`config.mk`:
```
export PLATFORM = sky130hd
export DESIGN_NAME = tlp_demux_flat
export DESIGN_NICKNAME = d
export VERILOG_FILES = /design/src/rtl/tlp_demux_if.sv /design/src/rtl/tlp_demux.sv /design/src/flat_wrapper.sv
export SDC_FILE = /design/constraint.sdc
export NUM_CORES = 1
export LEC_CHECK = 0
export CORE_ASPECT_RATIO = 1.25
export CORE_MARGIN = 4
export CORE_UTILIZATION = 42
export CTS_BUF_LIST = sky130_fd_sc_hd__clkbuf_8
export DETAILED_ROUTE_END_ITERATION = 16
export SYNTH_ARGS = -nofsm -noshare
export SYNTH_HDL_FRONTEND = slang
export SYNTH_SLANG_ARGS = --single-unit
```
`constraint.sdc`:
```
create_clock -name clk -period 3.8 [get_ports clk]
set_clock_uncertainty 0.05 [all_clocks]
set_input_delay 0.38 -clock clk [delete_from_list [all_inputs] [get_ports clk]]
set_output_delay 0.38 -clock clk [all_outputs]
set_load 0.01 [all_outputs]
```
`src/rtl/tlp_demux_if.sv`:
```
// Bundles the word stream, output-FIFO push/backpressure and counter-read
// signals of the TLP demultiplexer.
interface tlp_demux_if #(
  parameter int unsigned DATA_W = 12,
  parameter int unsigned CNT_W  = 8
);
  logic              valid_in;
  logic [DATA_W-1:0] data_in;
  logic              almost_full_0;
  logic              almost_full_1;
  logic              almost_full_2;
  logic              almost_full_3;
  logic              push_0;
  logic              push_1;
  logic              push_2;
  logic              push_3;
  logic [DATA_W-1:0] data_out;
  logic              stall;
  logic              overflow;
  logic [1:0]        cnt_idx;
  logic              cnt_rd;
  logic [CNT_W-1:0]  cnt_out;
  logic              cnt_valid;

  modport slave (
    input  valid_in, data_in,
    input  almost_full_0, almost_full_1, almost_full_2, almost_full_3,
    input  cnt_idx, cnt_rd,
    output push_0, push_1, push_2, push_3, data_out, stall, overflow,
    output cnt_out, cnt_valid
  );

  modport master (
    output valid_in, data_in,
    output almost_full_0, almost_full_1, almost_full_2, almost_full_3,
    output cnt_idx, cnt_rd,
    input  push_0, push_1, push_2, push_3, data_out, stall, overflow,
    input  cnt_out, cnt_valid
  );
endinterface

```
`src/rtl/tlp_demux.sv`:
```
// Routes arbiter words to four output FIFOs by destination field, holding
// blocked words in an in-order buffer and keeping per-destination push counts.
module tlp_demux #(
  parameter int unsigned DATA_W     = 12,
  parameter int unsigned DEST_LSB   = 8,
  parameter int unsigned HOLD_DEPTH = 4,
  parameter int unsigned CNT_W      = 8
) (
  input  logic         clk,
  input  logic         reset,
  tlp_demux_if.slave   bus
);
  localparam int unsigned AW = $clog2(HOLD_DEPTH);
  localparam int unsigned OW = AW + 1;

  typedef enum logic [1:0] {S_EMPTY, S_HOLDING, S_FULL} state_t;

  state_t            r_state;
  state_t            w_state_nxt;
  logic [DATA_W-1:0] r_mem [HOLD_DEPTH];
  logic [AW-1:0]     r_rd_ptr;
  logic [AW-1:0]     r_wr_ptr;
  logic [OW-1:0]     r_occ;
  logic [3:0]        r_push;
  logic [DATA_W-1:0] r_data;
  logic              r_stall;
  logic              r_overflow;
  logic [CNT_W-1:0]  r_cnt [4];
  logic [CNT_W-1:0]  r_cnt_out;
  logic              r_cnt_valid;

  logic              w_buf_ne;
  logic              w_full;
  logic              w_stall_nxt;
  logic [3:0]        w_af_vec;
  logic [DATA_W-1:0] w_cand;
  logic [1:0]        w_dest;
  logic              w_issue;
  logic              w_head_issue;
  logic              w_wr;
  logic              w_drop;
  logic [OW-1:0]     w_occ_nxt;

  // Issue decision: buffer head has priority; data_in bypasses only when empty
  always_comb begin
    w_af_vec     = {bus.almost_full_3, bus.almost_full_2,
                    bus.almost_full_1, bus.almost_full_0};
    w_cand       = w_buf_ne ? r_mem[r_rd_ptr] : bus.data_in;
    w_dest       = w_cand[DEST_LSB +: 2];
    w_issue      = (w_buf_ne | bus.valid_in) & ~w_af_vec[w_dest];
    w_head_issue = w_issue & w_buf_ne;
    w_wr         = 1'b0;
    w_drop       = 1'b0;
    if (bus.valid_in && !(w_issue && !w_buf_ne)) begin
      if (w_full && !w_head_issue) w_drop = 1'b1;
      else                         w_wr   = 1'b1;
    end
    w_occ_nxt = r_occ + OW'(w_wr) - OW'(w_head_issue);
  end

  always_ff @(posedge clk or negedge reset) begin
    if (!reset) r_state <= S_EMPTY;
    else        r_state <= w_state_nxt;
  end

  always_comb begin
    w_state_nxt = r_state;
    if (w_occ_nxt == OW'(0))               w_state_nxt = S_EMPTY;
    else if (w_occ_nxt == OW'(HOLD_DEPTH)) w_state_nxt = S_FULL;
    else                                   w_state_nxt = S_HOLDING;
  end

  always_comb begin
    w_buf_ne    = (r_state != S_EMPTY);
    w_full      = (r_state == S_FULL);
    w_stall_nxt = (w_state_nxt != S_EMPTY);
  end

  // Storage array carries no reset; pointers define what is valid
  always_ff @(posedge clk) begin
    if (w_wr) r_mem[r_wr_ptr] <= bus.data_in;
  end

  always_ff @(posedge clk or negedge reset) begin
    if (!reset) begin
      r_rd_ptr    <= '0;
      r_wr_ptr    <= '0;
      r_occ       <= '0;
      r_push      <= '0;
      r_data      <= '0;
      r_stall     <= 1'b0;
      r_overflow  <= 1'b0;
      r_cnt_out   <= '0;
      r_cnt_valid <= 1'b0;
      for (int n = 0; n < 4; n++) r_cnt[n] <= '0;
    end else begin
      r_occ   <= w_occ_nxt;
      r_stall <= w_stall_nxt;
      r_push  <= w_issue ? (4'b0001 << w_dest) : 4'b0000;
      if (w_issue)      r_data     <= w_cand;
      if (w_wr)         r_wr_ptr   <= r_wr_ptr + AW'(1);
      if (w_head_issue) r_rd_ptr   <= r_rd_ptr + AW'(1);
      if (w_drop)       r_overflow <= 1'b1;
      // Read samples pre-increment value when a push lands the same cycle
      r_cnt_valid <= bus.cnt_rd;
      if (bus.cnt_rd) r_cnt_out <= r_cnt[bus.cnt_idx];
      for (int n = 0; n < 4; n++) begin
        if (w_issue && (w_dest == 2'(n))) r_cnt[n] <= r_cnt[n] + CNT_W'(1);
      end
    end
  end

  assign bus.push_0    = r_push[0];
  assign bus.push_1    = r_push[1];
  assign bus.push_2    = r_push[2];
  assign bus.push_3    = r_push[3];
  assign bus.data_out  = r_data;
  assign bus.stall     = r_stall;
  assign bus.overflow  = r_overflow;
  assign bus.cnt_out   = r_cnt_out;
  assign bus.cnt_valid = r_cnt_valid;
endmodule

```
`src/flat_wrapper.sv`:
```
// flat-port wrapper written by rule: the top's interface ports become plain ports
module tlp_demux_flat 
#(
  parameter int unsigned DATA_W     = 12,
  parameter int unsigned DEST_LSB   = 8,
  parameter int unsigned HOLD_DEPTH = 4,
  parameter int unsigned CNT_W      = 8
)
  (clk, reset, bus_valid_in, bus_data_in, bus_almost_full_0, bus_almost_full_1, bus_almost_full_2, bus_almost_full_3, bus_cnt_idx, bus_cnt_rd, bus_push_0, bus_push_1, bus_push_2, bus_push_3, bus_data_out, bus_stall, bus_overflow, bus_cnt_out, bus_cnt_valid);
  tlp_demux_if #(.DATA_W(DATA_W), .CNT_W(CNT_W)) bus_i ();
  input  logic clk;
  input  logic reset;
  input wire logic [$bits(bus_i.valid_in)-1:0] bus_valid_in;
  input wire logic [$bits(bus_i.data_in)-1:0] bus_data_in;
  input wire logic [$bits(bus_i.almost_full_0)-1:0] bus_almost_full_0;
  input wire logic [$bits(bus_i.almost_full_1)-1:0] bus_almost_full_1;
  input wire logic [$bits(bus_i.almost_full_2)-1:0] bus_almost_full_2;
  input wire logic [$bits(bus_i.almost_full_3)-1:0] bus_almost_full_3;
  input wire logic [$bits(bus_i.cnt_idx)-1:0] bus_cnt_idx;
  input wire logic [$bits(bus_i.cnt_rd)-1:0] bus_cnt_rd;
  output wire logic [$bits(bus_i.push_0)-1:0] bus_push_0;
  output wire logic [$bits(bus_i.push_1)-1:0] bus_push_1;
  output wire logic [$bits(bus_i.push_2)-1:0] bus_push_2;
  output wire logic [$bits(bus_i.push_3)-1:0] bus_push_3;
  output wire logic [$bits(bus_i.data_out)-1:0] bus_data_out;
  output wire logic [$bits(bus_i.stall)-1:0] bus_stall;
  output wire logic [$bits(bus_i.overflow)-1:0] bus_overflow;
  output wire logic [$bits(bus_i.cnt_out)-1:0] bus_cnt_out;
  output wire logic [$bits(bus_i.cnt_valid)-1:0] bus_cnt_valid;
  assign bus_i.valid_in = bus_valid_in;
  assign bus_i.data_in = bus_data_in;
  assign bus_i.almost_full_0 = bus_almost_full_0;
  assign bus_i.almost_full_1 = bus_almost_full_1;
  assign bus_i.almost_full_2 = bus_almost_full_2;
  assign bus_i.almost_full_3 = bus_almost_full_3;
  assign bus_i.cnt_idx = bus_cnt_idx;
  assign bus_i.cnt_rd = bus_cnt_rd;
  assign bus_push_0 = bus_i.push_0;
  assign bus_push_1 = bus_i.push_1;
  assign bus_push_2 = bus_i.push_2;
  assign bus_push_3 = bus_i.push_3;
  assign bus_data_out = bus_i.data_out;
  assign bus_stall = bus_i.stall;
  assign bus_overflow = bus_i.overflow;
  assign bus_cnt_out = bus_i.cnt_out;
  assign bus_cnt_valid = bus_i.cnt_valid;
  tlp_demux #(.DATA_W(DATA_W), .DEST_LSB(DEST_LSB), .HOLD_DEPTH(HOLD_DEPTH), .CNT_W(CNT_W)) u_core (.clk(clk), .reset(reset), .bus(bus_i));
endmodule
```
# --- Yosys cells after proc, flatten, opt, wreduce, memory -nomap -nowiden ---
# Memory sizes are Yosys's and may differ from the RTL's.
# Cells that the tools add are included.
op_classes:
  n_lt_le_gt_ge: 2
  n_reduce_logical: 14
  bitwise: 5
  n_shift: 1
  add_sub_neg: 8
  mux: 15
  eq_ne: 5
ops:
  columns: ["op", "count"]
  rows:
  - ["$add A8 B1 Y8 const B", 4]
  - ["$bmux W8 S2", 1]
  - ["$mux W8", 2]
  - ["$mux W12", 1]
  - ["$logic_and A1 B1 Y1", 7]
  - ["$mux W1", 7]
  - ["$eq A2 B2 Y1 const B", 3]
  - ["$add A2 B1 Y2 const B", 2]
  - ["$mux W2", 2]
  - ["$mux W4", 1]
  - ["$reduce_bool A2 Y1", 2]
  - ["$shl A1 B2 Y4 const A", 1]
  - ["$add A3 B1 Y3", 1]
  - ["$eq A3 B3 Y1 const B", 1]
  - ["$ge A3 B3 Y1 const B", 1]
  - ["$logic_not A1 Y1", 3]
  - ["$logic_not A3 Y1", 1]
  - ["$lt A2 B3 Y1 const B", 1]
  - ["$not A2 Y3", 1]
  - ["$sub A3 B1 Y3", 1]
  - ["$and A1 B1 Y1", 2]
  - ["$bmux W1 S2", 1]
  - ["$eq A2 B1 Y1 const B", 1]
  - ["$logic_not A2 Y1", 1]
  - ["other kinds (2)", 2]
word_totals:
  elab_cells: 65
  memories: 1
  input_bits: 22
  ff_bits: 68
  ramBits: 48
  output_inout_bits: 27
memory_table:
  columns: ["name", "words", "width", "rd", "rd_clocked_by_memory_dff", "write_ports", "line", "source"]
  rows:
  - ["u_core.r_mem", 4, 12, 1, 0, 1, "tlp_demux.sv:20", "logic [DATA_W-1:0] r_mem [HOLD_DEPTH];"]

# --- Longest topological paths before layout ---
depth:
  depth_word: 17
  depth_mapped: 17
  ltp_nobuf: 15

# --- Worst setup path after synthesis ---
# Ideal clock, no wire load.
synth_path:
  path_type: "register to register"
  from: "register u_core.r_state[1]"
  to: "register u_core.r_stall (netlist: u_core.bus.stall)"
  path_stages_with_launch: 18
  synth_period_minus_slack_ps: 3527
  setup_ps: 127
  required_time_ps: 3623
  path_slack_ps: 273
  path_buffers: 2
  arrival_ps: 3349
  path_cell_list: "dfrtp_1 -> or2_1 -> buf_2 -> a31oi_1 -> and2_1 -> buf_6 -> mux2i_1 -> mux2_2 -> and2_1 -> ha_1 -> inv_1 -> ha_1 -> inv_1 -> fa_1 -> xor2_1 -> xnor2_1 -> inv_1 -> or2_2"
synth_via:
  elab_chain_cells: 17
  word_cells_on_any_way: 24
  classes_between: "add/sub (2); eq/ne (2); mux (7); bitwise (4); reduce/logical (9)"
synth_rtl:
  columns: ["item", "line", "source"]
  rows:
  - ["start: declaration", "tlp_demux.sv:18", "state_t r_state;"]
  - ["start signal: assignment", "tlp_demux.sv:63", "else r_state <= w_state_nxt;"]
  - ["$reduce_bool A2 Y1 *", "tlp_demux.sv:74", "w_buf_ne = (r_state != S_EMPTY);"]
  - ["$mux W12", "tlp_demux.sv:48", "w_cand = w_buf_ne ? r_mem[r_rd_ptr] : bus.data_in;"]
  - ["$bmux W1 S2", "tlp_demux.sv:50", "w_issue = (w_buf_ne | bus.valid_in) & ~w_af_vec[w_dest];"]
  - ["$mux W1 (implied by the code)", "tlp_demux.sv:50", null]
  - ["$not A1 Y1", "tlp_demux.sv:50", null]
  - ["$and A1 B1 Y1", "tlp_demux.sv:50", null]
  - ["$and A1 B1 Y1 *", "tlp_demux.sv:51", "w_head_issue = w_issue & w_buf_ne;"]
  - ["net u_core.w_head_issue", "tlp_demux.sv:39", "logic w_head_issue;"]
  - ["[... 4 more ...]", null, null]
  - ["$add A3 B1 Y3", "tlp_demux.sv:58", "w_occ_nxt = r_occ + OW'(w_wr) - OW'(w_head_issue);"]
  - ["$sub A3 B1 Y3 *", "tlp_demux.sv:58", null]
  - ["net u_core.w_occ_nxt[2]", "tlp_demux.sv:42", "logic [OW-1:0] w_occ_nxt;"]
  - ["$eq A3 B3 Y1", "tlp_demux.sv:69", "else if (w_occ_nxt == OW'(HOLD_DEPTH)) w_state_nxt = S_FULL;"]
  - ["$mux W2", "tlp_demux.sv:69", null]
  - ["$mux W2 *", "tlp_demux.sv:68", "if (w_occ_nxt == OW'(0)) w_state_nxt = S_EMPTY;"]
  - ["$reduce_bool A2 Y1 *", "tlp_demux.sv:76", "w_stall_nxt = (w_state_nxt != S_EMPTY);"]
  - ["net u_core.w_stall_nxt", "tlp_demux.sv:34", "logic w_stall_nxt;"]
  - ["end signal: assignment", "tlp_demux.sv:98", "r_stall <= w_stall_nxt;"]
  - ["end: declaration", "tlp_demux.sv:26", "logic r_stall;"]
# Mark *: on every way through the listed nets, which the timed path passes. The rest lies on a longest branch. The select of a mux whose other input is x is not followed.
# A chain may end at the register's enable or synchronous reset.

# --- Worst setup path after layout ---
layout_path:
  from: "register u_core.r_rd_ptr[0]"
  to: "register u_core.r_stall (netlist: u_core.bus.stall)"
layout_via:
  elab_chain_cells: 17
  word_cells_on_any_way: 21
  classes_between: "add/sub (2); eq/ne (1); mux (7); bitwise (3); reduce/logical (7); memory (1)"
layout_rtl:
  columns: ["item", "line", "source"]
  rows:
  - ["start: declaration", "tlp_demux.sv:21", "logic [AW-1:0] r_rd_ptr;"]
  - ["start signal: assignment", "tlp_demux.sv:102", "if (w_head_issue) r_rd_ptr <= r_rd_ptr + AW'(1);"]
  - ["$mem_v2 Z4 W12 *", null, null]
  - ["$mux W12 *", "tlp_demux.sv:48", null]
  - ["$bmux W1 S2 *", "tlp_demux.sv:50", null]
  - ["$mux W1 (implied by the code) *", "tlp_demux.sv:50", null]
  - ["$not A1 Y1 *", "tlp_demux.sv:50", null]
  - ["$and A1 B1 Y1 *", "tlp_demux.sv:50", null]
  - ["$and A1 B1 Y1 *", "tlp_demux.sv:51", null]
  - ["net u_core.w_head_issue", "tlp_demux.sv:39", null]
  - ["[... 4 more ...]", null, null]
  - ["$add A3 B1 Y3", "tlp_demux.sv:58", null]
  - ["$sub A3 B1 Y3 *", "tlp_demux.sv:58", null]
  - ["net u_core.w_occ_nxt[2]", "tlp_demux.sv:42", null]
  - ["$eq A3 B3 Y1", "tlp_demux.sv:69", null]
  - ["$mux W2", "tlp_demux.sv:69", null]
  - ["$mux W2 *", "tlp_demux.sv:68", null]
  - ["$reduce_bool A2 Y1 *", "tlp_demux.sv:76", null]
  - ["net u_core.w_stall_nxt", "tlp_demux.sv:34", null]
# Marks and branches as above.

==> metrics.yaml <==
cp_max_fo: 6
drt_iter0_markers: 109
crit_chain: "mux4_2, mux2_4, mux2_2, and2_1, ha_1, inv_1, ha_1, inv_1, fa_1, xor2_1, xnor2_1, inv_1, or2_2"
ys_ff_latch: 116
postCtsSetupRepairBufs: 0
finalCritPeriodShare_pct: 92.4
cts_buffers: 17
fmax_ghz: 0.285
p_clk_share_pct: 23.9
crit_slowest_cell: "mux4_2"
diodes: 0
max_slew_margin_pct: 40.6
synthesis.area_um2: 4950
synth.top_cells.by_area: "dfrtp_1 34%, edfxtp_1 29%, mux4_2 8.2%"
die_w_um: 105
ctsResizeCount: 0
synthDistinctLibCells: 42
avgSynthCellArea_um2: 15.9
dp_hpwl_um: 6730
layout_common_cells: "68 x dfrtp_1, 48 x edfxtp_1, 47 x clkdlybuf4s50_1"
ctsHtreeMaxLevel: 4
setup_tns_ns: 0
tightest_slew_ns: 0.891
synth_top_area_cell: "dfrtp_1"
antenna_found_initial: 0
cellLeakagePower_nw: 2.46
grt.total_usage_pct: 15.5
crit_family: "multiplexers"
crit_buf_inv: 3
via_per_inst: 5.20
power.switching_mw: 1.59
p_sw_share_pct: 32.0
ir_drop_v: 0.000441
setup_viol: 0
grt_pass1_wl_um: 15900
comb_power_share_pct: 36.9
cts_tree: "built"
vias: 2793
clock_path_buffers: 2
layout-drive-gt1-share_pct: 23.3
report.final.hold_viol_count: 0
drcViolationCount: 0
grt_overflow: 0
initial_utilization_pct: 42.8
p_int_mw: 3.37
crit_top_cell: "inv_1"
synth-async-reset-ratio_pct: 58.6
core_area_um2: 11600
top_level_ports: 49
cp-start-kind: "flop"
slowest_delay_ns: 0.53
endpoint_kind: "flop"
cp_data_arrival_time_ns: 3.76
grt_pass1_vias: 3140
yosysTopAreaCellShare_pct: 34.4
dr.pass1.iters: 5
area_delta_synth_final_pct: 23.1
worstHoldPathType: "in -> async"
final_common_cell: "dfrtp_1"
slew_violations: 0
place.gp.congestion: 0.766
cp.required_ns: 4.05
cts_hold_buffers: 0
synth_cells: 312
synthesis.nets: 345
final_util_pct: 52.7
p_per_area_nw_per_um2: 814
nets: 419
synth-main-ff-cell: "dfrtp_1"
insertion_delay_ns: 0.41
ys_warn_count: 0
grt_max_degree: 69
row_count: 44
numPortBuffers: 48
status: "finished clean"
cts_root_buffer: "clkbuf_8"
maxCapViolations: 0
path_clk_slew_ns: 0.07
pwr-share-seq_pct: 39.2
yosysSeqAreaShare_pct: 63.5
path_class: "reg -> reg"
die_h_um: 129
detail_route.wirelength_um: 9660
rsz0062_at_grt: "no"
wl_per_cell_um: 18.0
clkSinkCount: 116
die_area_um2: 13600
synth_edf_count: 48
finalCriticalPeriod_ns: 3.51
postRouteAntennaNets: 0
synth_stat cells (7+ instances only):
| cell | n |
|---|---|
| a2bb2oi_1 | 10 |
| edfxtp_1 | 48 |
| nand4_1 | 10 |
| dfrtp_1 | 68 |
| mux4_2 | 18 |
| xnor2_1 | 24 |
| xor2_1 | 9 |
| ha_1 | 10 |
| nand2_1 | 15 |
| nand3_1 | 8 |
| o22ai_1 | 10 |
| and3_1 | 7 |
| inv_1 | 8 |
| mux2_2 | 14 |
power groups by stage:
| stage | clock network, mW | logic [mW] | registers (mW) |
|---|---|---|---|
| after floorplan | 0 | 1.20 | 1.94 |
| after global placement | 0 | 1.83 | 1.96 |
| after detailed placement | 0 | 1.86 | 1.97 |
| after CTS | 1.22 | 1.87 | 1.95 |
| after global routing | 1.29 | 2.02 | 1.99 |
| final | 1.18 | 1.83 | 1.94 |
metrics by stage:
stage | power, mW | hold slack, ns | worst slack (ns) | instance area, um2 | std cells
2_1_floorplan | 3.14 | 0.0344 | 0.273 | 4950 | 312
3_3_place_gp | 3.79 | 0.409 | 0.210 | 5660 | 505
3_5_place_dp | 3.83 | 0.415 | 0.132 | 5660 | 505
4_1_cts | 5.04 | 0.141 | 0.270 | 6080 | 537
5_1_grt | 5.30 | 0.175 | 0.0120 | 6090 | 537
6_report | 4.96 | 0.124 | 0.289 | 6090 | 537
flip-flops by register name (all words and copies together), names as in the netlist:
| register | flops |
|---|---|
| u_core.r_occ | 3 |
| u_core.bus.stall | 1 |
| u_core.bus.cnt_valid | 1 |
| u_core.r_state | 2 |
| u_core.r_wr_ptr | 2 |
| u_core.r_cnt | 32 |
| u_core.bus.overflow | 1 |
| u_core.bus.data_out | 12 |
| u_core.r_rd_ptr | 2 |
| u_core.r_mem | 48 |
| u_core.bus.cnt_out | 8 |
| u_core.r_push | 4 |
kinds of logic (layout without fill, tap and decap cells):
group	count (synthesis)	count (layout)	share of synthesized area, %
xor gates and xnor gates	33	33	5.84
and+or+nand+nor	68	68	8.55
AOI/OAI and AO/OA	26	26	3.87
DFF	116	116	63.5
buffers and inverters	19	106	1.92
muxes	39	39	13.3
adders and majority gates	11	11	2.93
layer usage:
| layer | GRT usage, % | up-vias | wire [um] |
|---|---|---|---|
| li1 | - | 1315 | - |
| met4 | 6.95 | 0 | 189 |
| met3 | 4.38 | 16 | 309 |
| met1 | 17.1 | 1408 | 3940 |
| met5 | 0 | - | 0 |
| met2 | 28.0 | 54 | 5220 |
layout make-up:
class                   instances  area, um2
repair buffers                 66        611
flip-flops and latches        116       3140
fillers                      1008       5470
clock inverters                14        171
well taps                     138        173
inverters                       8       30.0
clock buffers                  18        248
multi-input cells             177       1710
final timing paths:
path	cells past startpoint	slack (ns)	to	start
max	13	0.29	u_core.bus.stall$_DFF_PN0_	u_core.r_rd_ptr[0]$_DFFE_PN0P_
min	2	0.12	u_core.r_cnt[28]$_DFFE_PN0P_	reset
max reg2reg	13	0.29	u_core.bus.stall$_DFF_PN0_	u_core.r_rd_ptr[0]$_DFFE_PN0P_
min reg2reg	1	0.42	u_core.r_cnt[7]$_DFFE_PN0P_	u_core.r_cnt[7]$_DFFE_PN0P_
max in group asynchronous	2	3.00	u_core.r_rd_ptr[0]$_DFFE_PN0P_	reset
min in group clk	1	0.42	u_core.r_cnt[7]$_DFFE_PN0P_	u_core.r_cnt[7]$_DFFE_PN0P_
Power figures use the tool's default switching activity.
==> RTL edit 1, RTL diff (config.mk and constraints unchanged) <==
`CNT_W` is set to 8 in 3 places; all go to 10.
--- a/src/rtl/tlp_demux_if.sv
+++ b/src/rtl/tlp_demux_if.sv
@@ -2,7 +2,7 @@
 // signals of the TLP demultiplexer.
 interface tlp_demux_if #(
   parameter int unsigned DATA_W = 12,
-  parameter int unsigned CNT_W  = 8
+  parameter int unsigned CNT_W  = 10
 );
   logic              valid_in;
   logic [DATA_W-1:0] data_in;
--- a/src/rtl/tlp_demux.sv
+++ b/src/rtl/tlp_demux.sv
@@ -4,7 +4,7 @@
   parameter int unsigned DATA_W     = 12,
   parameter int unsigned DEST_LSB   = 8,
   parameter int unsigned HOLD_DEPTH = 4,
-  parameter int unsigned CNT_W      = 8
+  parameter int unsigned CNT_W      = 10
 ) (
   input  logic         clk,
   input  logic         reset,
--- a/src/flat_wrapper.sv
+++ b/src/flat_wrapper.sv
@@ -4,7 +4,7 @@
   parameter int unsigned DATA_W     = 12,
   parameter int unsigned DEST_LSB   = 8,
   parameter int unsigned HOLD_DEPTH = 4,
-  parameter int unsigned CNT_W      = 8
+  parameter int unsigned CNT_W      = 10
 )
   (clk, reset, bus_valid_in, bus_data_in, bus_almost_full_0, bus_almost_full_1, bus_almost_full_2, bus_almost_full_3, bus_cnt_idx, bus_cnt_rd, bus_push_0, bus_push_1, bus_push_2, bus_push_3, bus_data_out, bus_stall, bus_overflow, bus_cnt_out, bus_cnt_valid);
   tlp_demux_if #(.DATA_W(DATA_W), .CNT_W(CNT_W)) bus_i ();
Interface: changed (resized bus_cnt_out); port bits go from 49 to 51. No check against the original RTL was run, so the function may have changed too.
==> RTL edit 1 against the unedited design <==
  * Total power is 2.6% higher
  * Routed wire length grew 6.8%
  * Final area rose by 8.3%
  * Cell count up 12%
  * Worst setup slack got worse by 100 ps
  * Synthesized area is 8.5% higher
  * Critical path type unchanged
  * Sequential share of layout area down 0.13 points
  * Global-route usage increased by 0.21 points
  * Core utilization increased by 0.80 points
  * Sequential cell count is 10 higher
==> RTL edit 1: results (changes against the unedited design) <==
- The share of synthesized registers carrying an async set or reset is 61.9% (+3.3 points).
- The last weighted congestion value of the routability-driven placer is 0.796 (+4.0%).
- The run finished with clean final reports.
- The layout cell share with drive strength beyond 1 was 23.0% (-0.35 points).
- The met3 global-route usage was 5.10% (+0.72 points).
- The count of placed standard cells in the final layout, fillers left out was 604 (+12%).
- The DRC violation total after the first TritonRoute iteration came to 143 (+31%).
- The first-pass iteration count of the detailed router is 4 (-1).
- The maximum single-stage delay on the critical path is 410 ps (-120 ps).
- The internal power summed over all cells is 0.00341 W (+1.0%).
- The number of cells in the design after placement is 571 (+13%).
- The count of different cell masters after synthesis is 41 (-2.4%).
- The latest clock arrival within the worst-skew pair is 440 ps (+30 ps).
- The maximum fanout count along the critical path is 4 (-2).
- The number of nets in the final layout is 460 (+9.8%).
- The total leakage power was 2.66 nW (+8.2%).
- Sorting the synthesized cells by area gives the leading types as dfrtp_1 (36%), edfxtp_1 (27%), mux4_2 (8.8%), xnor2_1 (5.4%), mux2_2 (3.6%).
- The cell with the largest stage delay on the worst path is dfrtp_2.
- The ratio of routed vias to standard cells is 5.16 (-0.78%).
- The path class of the tightest hold or removal check is in -> async.
- The transition at the pin with the smallest max-transition slack is 1010 ps (+115 ps).
- The worst slack at placement came to -135 ps (-267 ps).
- The cell area after placement was 0.00616 mm2 (+8.7%).
- Ranked by instance count, the synthesized netlist is headed by dfrtp_1 (78), edfxtp_1 (48), xnor2_1 (33).
- The peak supply drop was 0.486 mV (+10%).
- The clock slew at the register clock pins of the worst setup and hold paths was 70 ps (about the same).
- The post-synth net total is 384 (+11%).
- The total track usage came to 15.7% (+0.21 points).
- The number of input and output port buffers inserted is 50 (+4.2%).
- The synthesized area per cell came to 15.3 um2 (-3.6%).
- The detailed placer's ending HPWL was 7170 um (+6.5%).
- The number of fill cells was 1,023 (+1.5%).
- The first-pass GRT wire length is 17,300 um (+8.3%).
- The number of global-route vias before repair is 3,278 (+4.4%).
- The routed length per placed instance is 17.1 um (-5.1%).
- The met1 global-route usage is 19.4% (+2.3 points).
- The met2 demand-to-capacity share in global routing is 25.3% (-2.6 points).
- The pin count of the biggest net entering global routing is 79 (+14%).
- The fraction of the yosys area taken by sequential cells was 63.2% (-0.30 points).
- The worst path arrival time is 3880 ps (+120 ps).
[RTL edit 1: worst max-delay path, delay by kind of cell (launching register included)]
| kind | cells | cell delay (ps) |
|---|---|---|
| multiplexers | 3 | 890 |
| adder cells (fa/ha/maj) | 3 | 740 |
| buffers and inverters | 3 | 190 |
| XOR/XNOR | 2 | 360 |
| flip-flops | 1 | 410 |
| AND/OR/NAND/NOR | 4 | 850 |
[RTL edit 1: cell type report]
type | count | area [um2] | area share, %
clock inverters | 14 | 168 | 2.54
well taps | 164 | 205 | 3.11
clock buffers | 18 | 248 | 3.76
inverters | 9 | 35.0 | 0.531
flip-flops and latches | 126 | 3390 | 51.5
multi-input cells | 203 | 1900 | 28.7
repair buffers | 70 | 648 | 9.83
[RTL edit 1: path summary, 6_finish.rpt]
check,from,to,slack [ps],depth (start not counted)
min,reset,u_core.r_push[1],50,1
max reg2reg,u_core.r_rd_ptr[0],u_core.bus.stall,190,15
min reg2reg,u_core.r_cnt[9],u_core.r_cnt[9],420,1
min in group clk,u_core.r_cnt[9],u_core.r_cnt[9],420,1
max in group asynchronous,reset,u_core.r_rd_ptr[0],2940,1
max,u_core.r_rd_ptr[0],u_core.bus.stall,190,15
[RTL edit 1: routing by layer]
layer | up-vias | part of all wire (%)
li1 | 1471 | -
met4 | 0 | 1.9
met1 | 1576 | 43
met3 | 15 | 3.8
met5 | - | 0
met2 | 55 | 52
[RTL edit 1: stage by stage]
step | hold WS (ps) | total power [W]
after floorplan | 34.4 | 0.00313
final | 47.1 | 0.00509
after global routing | 117 | 0.00542
after detailed placement | 410 | 0.00387
after global placement | 409 | 0.00382
after CTS | 71.9 | 0.00511
[RTL edit 1: what timing repair did]
item,in CTS,in global routing
hold buffers,0,0
resized for setup,0,4
setup buffers,0,1
setup endpoints to repair,0,1
[RTL edit 1: cell families (layout without fill, tap and decap cells)]
logic type      after synthesis  after routing  share of synthesized area, %
compound gates               26             26                          3.71
xor+xnor                     41             41                          6.69
fa+ha+maj                    11             11                          2.71
buf+inv                      22            111                          1.80
flops                       126            126                          63.2
mux                          44             44                          13.5
simple gates                 81             81                          8.33
[RTL edit 1: power by group through the flow]
stage          logic [W]  registers [W]  clock network, W
2_1_floorplan    0.00109        0.00204                 0
3_3_place_gp     0.00178        0.00204                 0
3_5_place_dp     0.00181        0.00205                 0
4_1_cts          0.00183        0.00203           0.00125
5_1_grt          0.00203        0.00208           0.00131
6_report         0.00185        0.00202           0.00122
==> RTL edit 2, RTL diff (config.mk and constraints unchanged) <==
Without the edit above. Encoding of `state_t`: now one-hot (3 bits for 3 states).
--- a/src/rtl/tlp_demux.sv
+++ b/src/rtl/tlp_demux.sv
@@ -13,7 +13,7 @@
   localparam int unsigned AW = $clog2(HOLD_DEPTH);
   localparam int unsigned OW = AW + 1;
 
-  typedef enum logic [1:0] {S_EMPTY, S_HOLDING, S_FULL} state_t;
+  typedef enum logic [2:0] {S_EMPTY = 3'b001, S_HOLDING = 3'b010, S_FULL = 3'b100} state_t;
 
   state_t            r_state;
   state_t            w_state_nxt;
Formal check against the unedited RTL: same outputs for any inputs over 4 cycles, from zero or initial values and one cycle with reset low; so few cycles prove little.
==> RTL edit 2 against the unedited design <==
  * Worst setup slack improved by 190 ps
  * Total power fell by 3.7%
  * Routed wire length rose by 2.5%
  * Sequential power rose by 3%
  * Final area rose by 1.8%
  * Global-route usage fell by 0.063 points
  * Synthesized cell count rose by 1.9%
  * Sequential cell count rose by 1
  * Synthesized area rose by 2.8%
  * Highest routed layer unchanged
==> RTL edit 2: results (changes against the unedited design) <==
- The number of nets in the final layout is 421 (+0.48%).
- The number of cells in the design after placement is 529 (+4.8%).
- The placeable core area is 0.0117 mm2 (+1.4%).
- The overall power consumption is 0.00478 W (-3.7%).
- The sequential cell count of the final layout is 117 (+0.86%).
- The proportion of synthesized area in mux cells came to 13.9% (+0.52 points).
- The worst slack at placement is 452 ps (+320 ps).
- The final core utilization is 52.9% (+0.19 points).
- The number of fill cells came to 993 (-1.5%).
- The number of global-route vias before repair came to 3,108 (-1.0%).
- The total track usage is 15.4% (-0.063 points).
- The number of cells produced by synthesis is 318 (+1.9%).
- The count of buffers not belonging to the clock network in the layout is 61 (-7.6%).
- The pin count of the biggest net entering global routing is 44 (-36%).
- The last weighted congestion value of the routability-driven placer came to 0.829 (+8.2%).
- The DRC violation total after the first TritonRoute iteration is 115 (+5.5%).
- The first-pass GRT wire length was 16,100 um (+1.1%).
- The proportion of cell area spent on the clock network was 6.30% (-0.59 points).
- The sequential standard cell area is 0.00317 mm2 (+0.84%).
- The headroom to the max-slew limit came to 60.5% (+20 points).
- The share of synthesized registers carrying an async set or reset was 59.0% (+0.35 points).
- The fraction of the mapped netlist area in adder cells is 2.85% (-0.080 points).
- The run finished with clean final reports.
- The relative area of non-clock buffer cells in the final design came to 9.29% (-0.74 points).
- The worst path arrival time is 3590 ps (-170 ps).
RTL edit 2: changes by cell type after synthesis, sizes merged, moves of 3 or more:
cell / before / now
o22ai: 10 / 0
xor2: 9 / 6
nor3b: 0 / 3
o21ai: 0 / 3
and2: 7 / 17
or3b: 0 / 3
nand3: 9 / 6
a221o: 0 / 10
nand4: 10 / 13
a2bb2oi: 10 / 0
mux2i: 4 / 1
mux4: 19 / 22
nand2: 15 / 7
RTL edit 2: worst register-to-register path: stages (launching register included):
cell and delay, ps:
dfrtp_1 460, mux4_2 630, mux2i_1 320, mux4_2 390, a21oi_4 260, ha_1 190, inv_1 50, fa_1 380
xnor2_1 150, xnor2_1 150, nor2_1 160, inv_1 50
RTL edit 2: per-layer routing:
layer	GRT usage, %	routed length, um	vias to the layer above
li1	-	-	1345
met1	17.2	4060	1474
met2	28.3	5370	55
met3	4.37	347	12
met4	5.64	128	0
met5	0	0	-
RTL edit 2: cell families (layout without fill, tap and decap cells):
group,Yosys count,after routing
multiplexers,40,40
AND/OR/NAND/NOR,73,73
XOR/XNOR,32,32
buffers and inverters,20,103
adder cells (fa/ha/maj),11,11
AO/OA/AOI/OAI,25,25
flip-flops,117,117
RTL edit 2: worst paths after layout:
path	startpoint	to	slack, ps	depth (start not counted)
setup / recovery	u_core.r_rd_ptr[0]	u_core.bus.stall	480	11
hold / removal	u_core.r_cnt[23]	u_core.r_cnt[23]	420	1
setup reg to reg	u_core.r_rd_ptr[0]	u_core.bus.stall	480	11
hold reg to reg	u_core.r_cnt[23]	u_core.r_cnt[23]	420	1
max in group asynchronous	reset	u_core.r_rd_ptr[0]	2250	3
min in group asynchronous	reset	u_core.r_cnt[27]	440	2
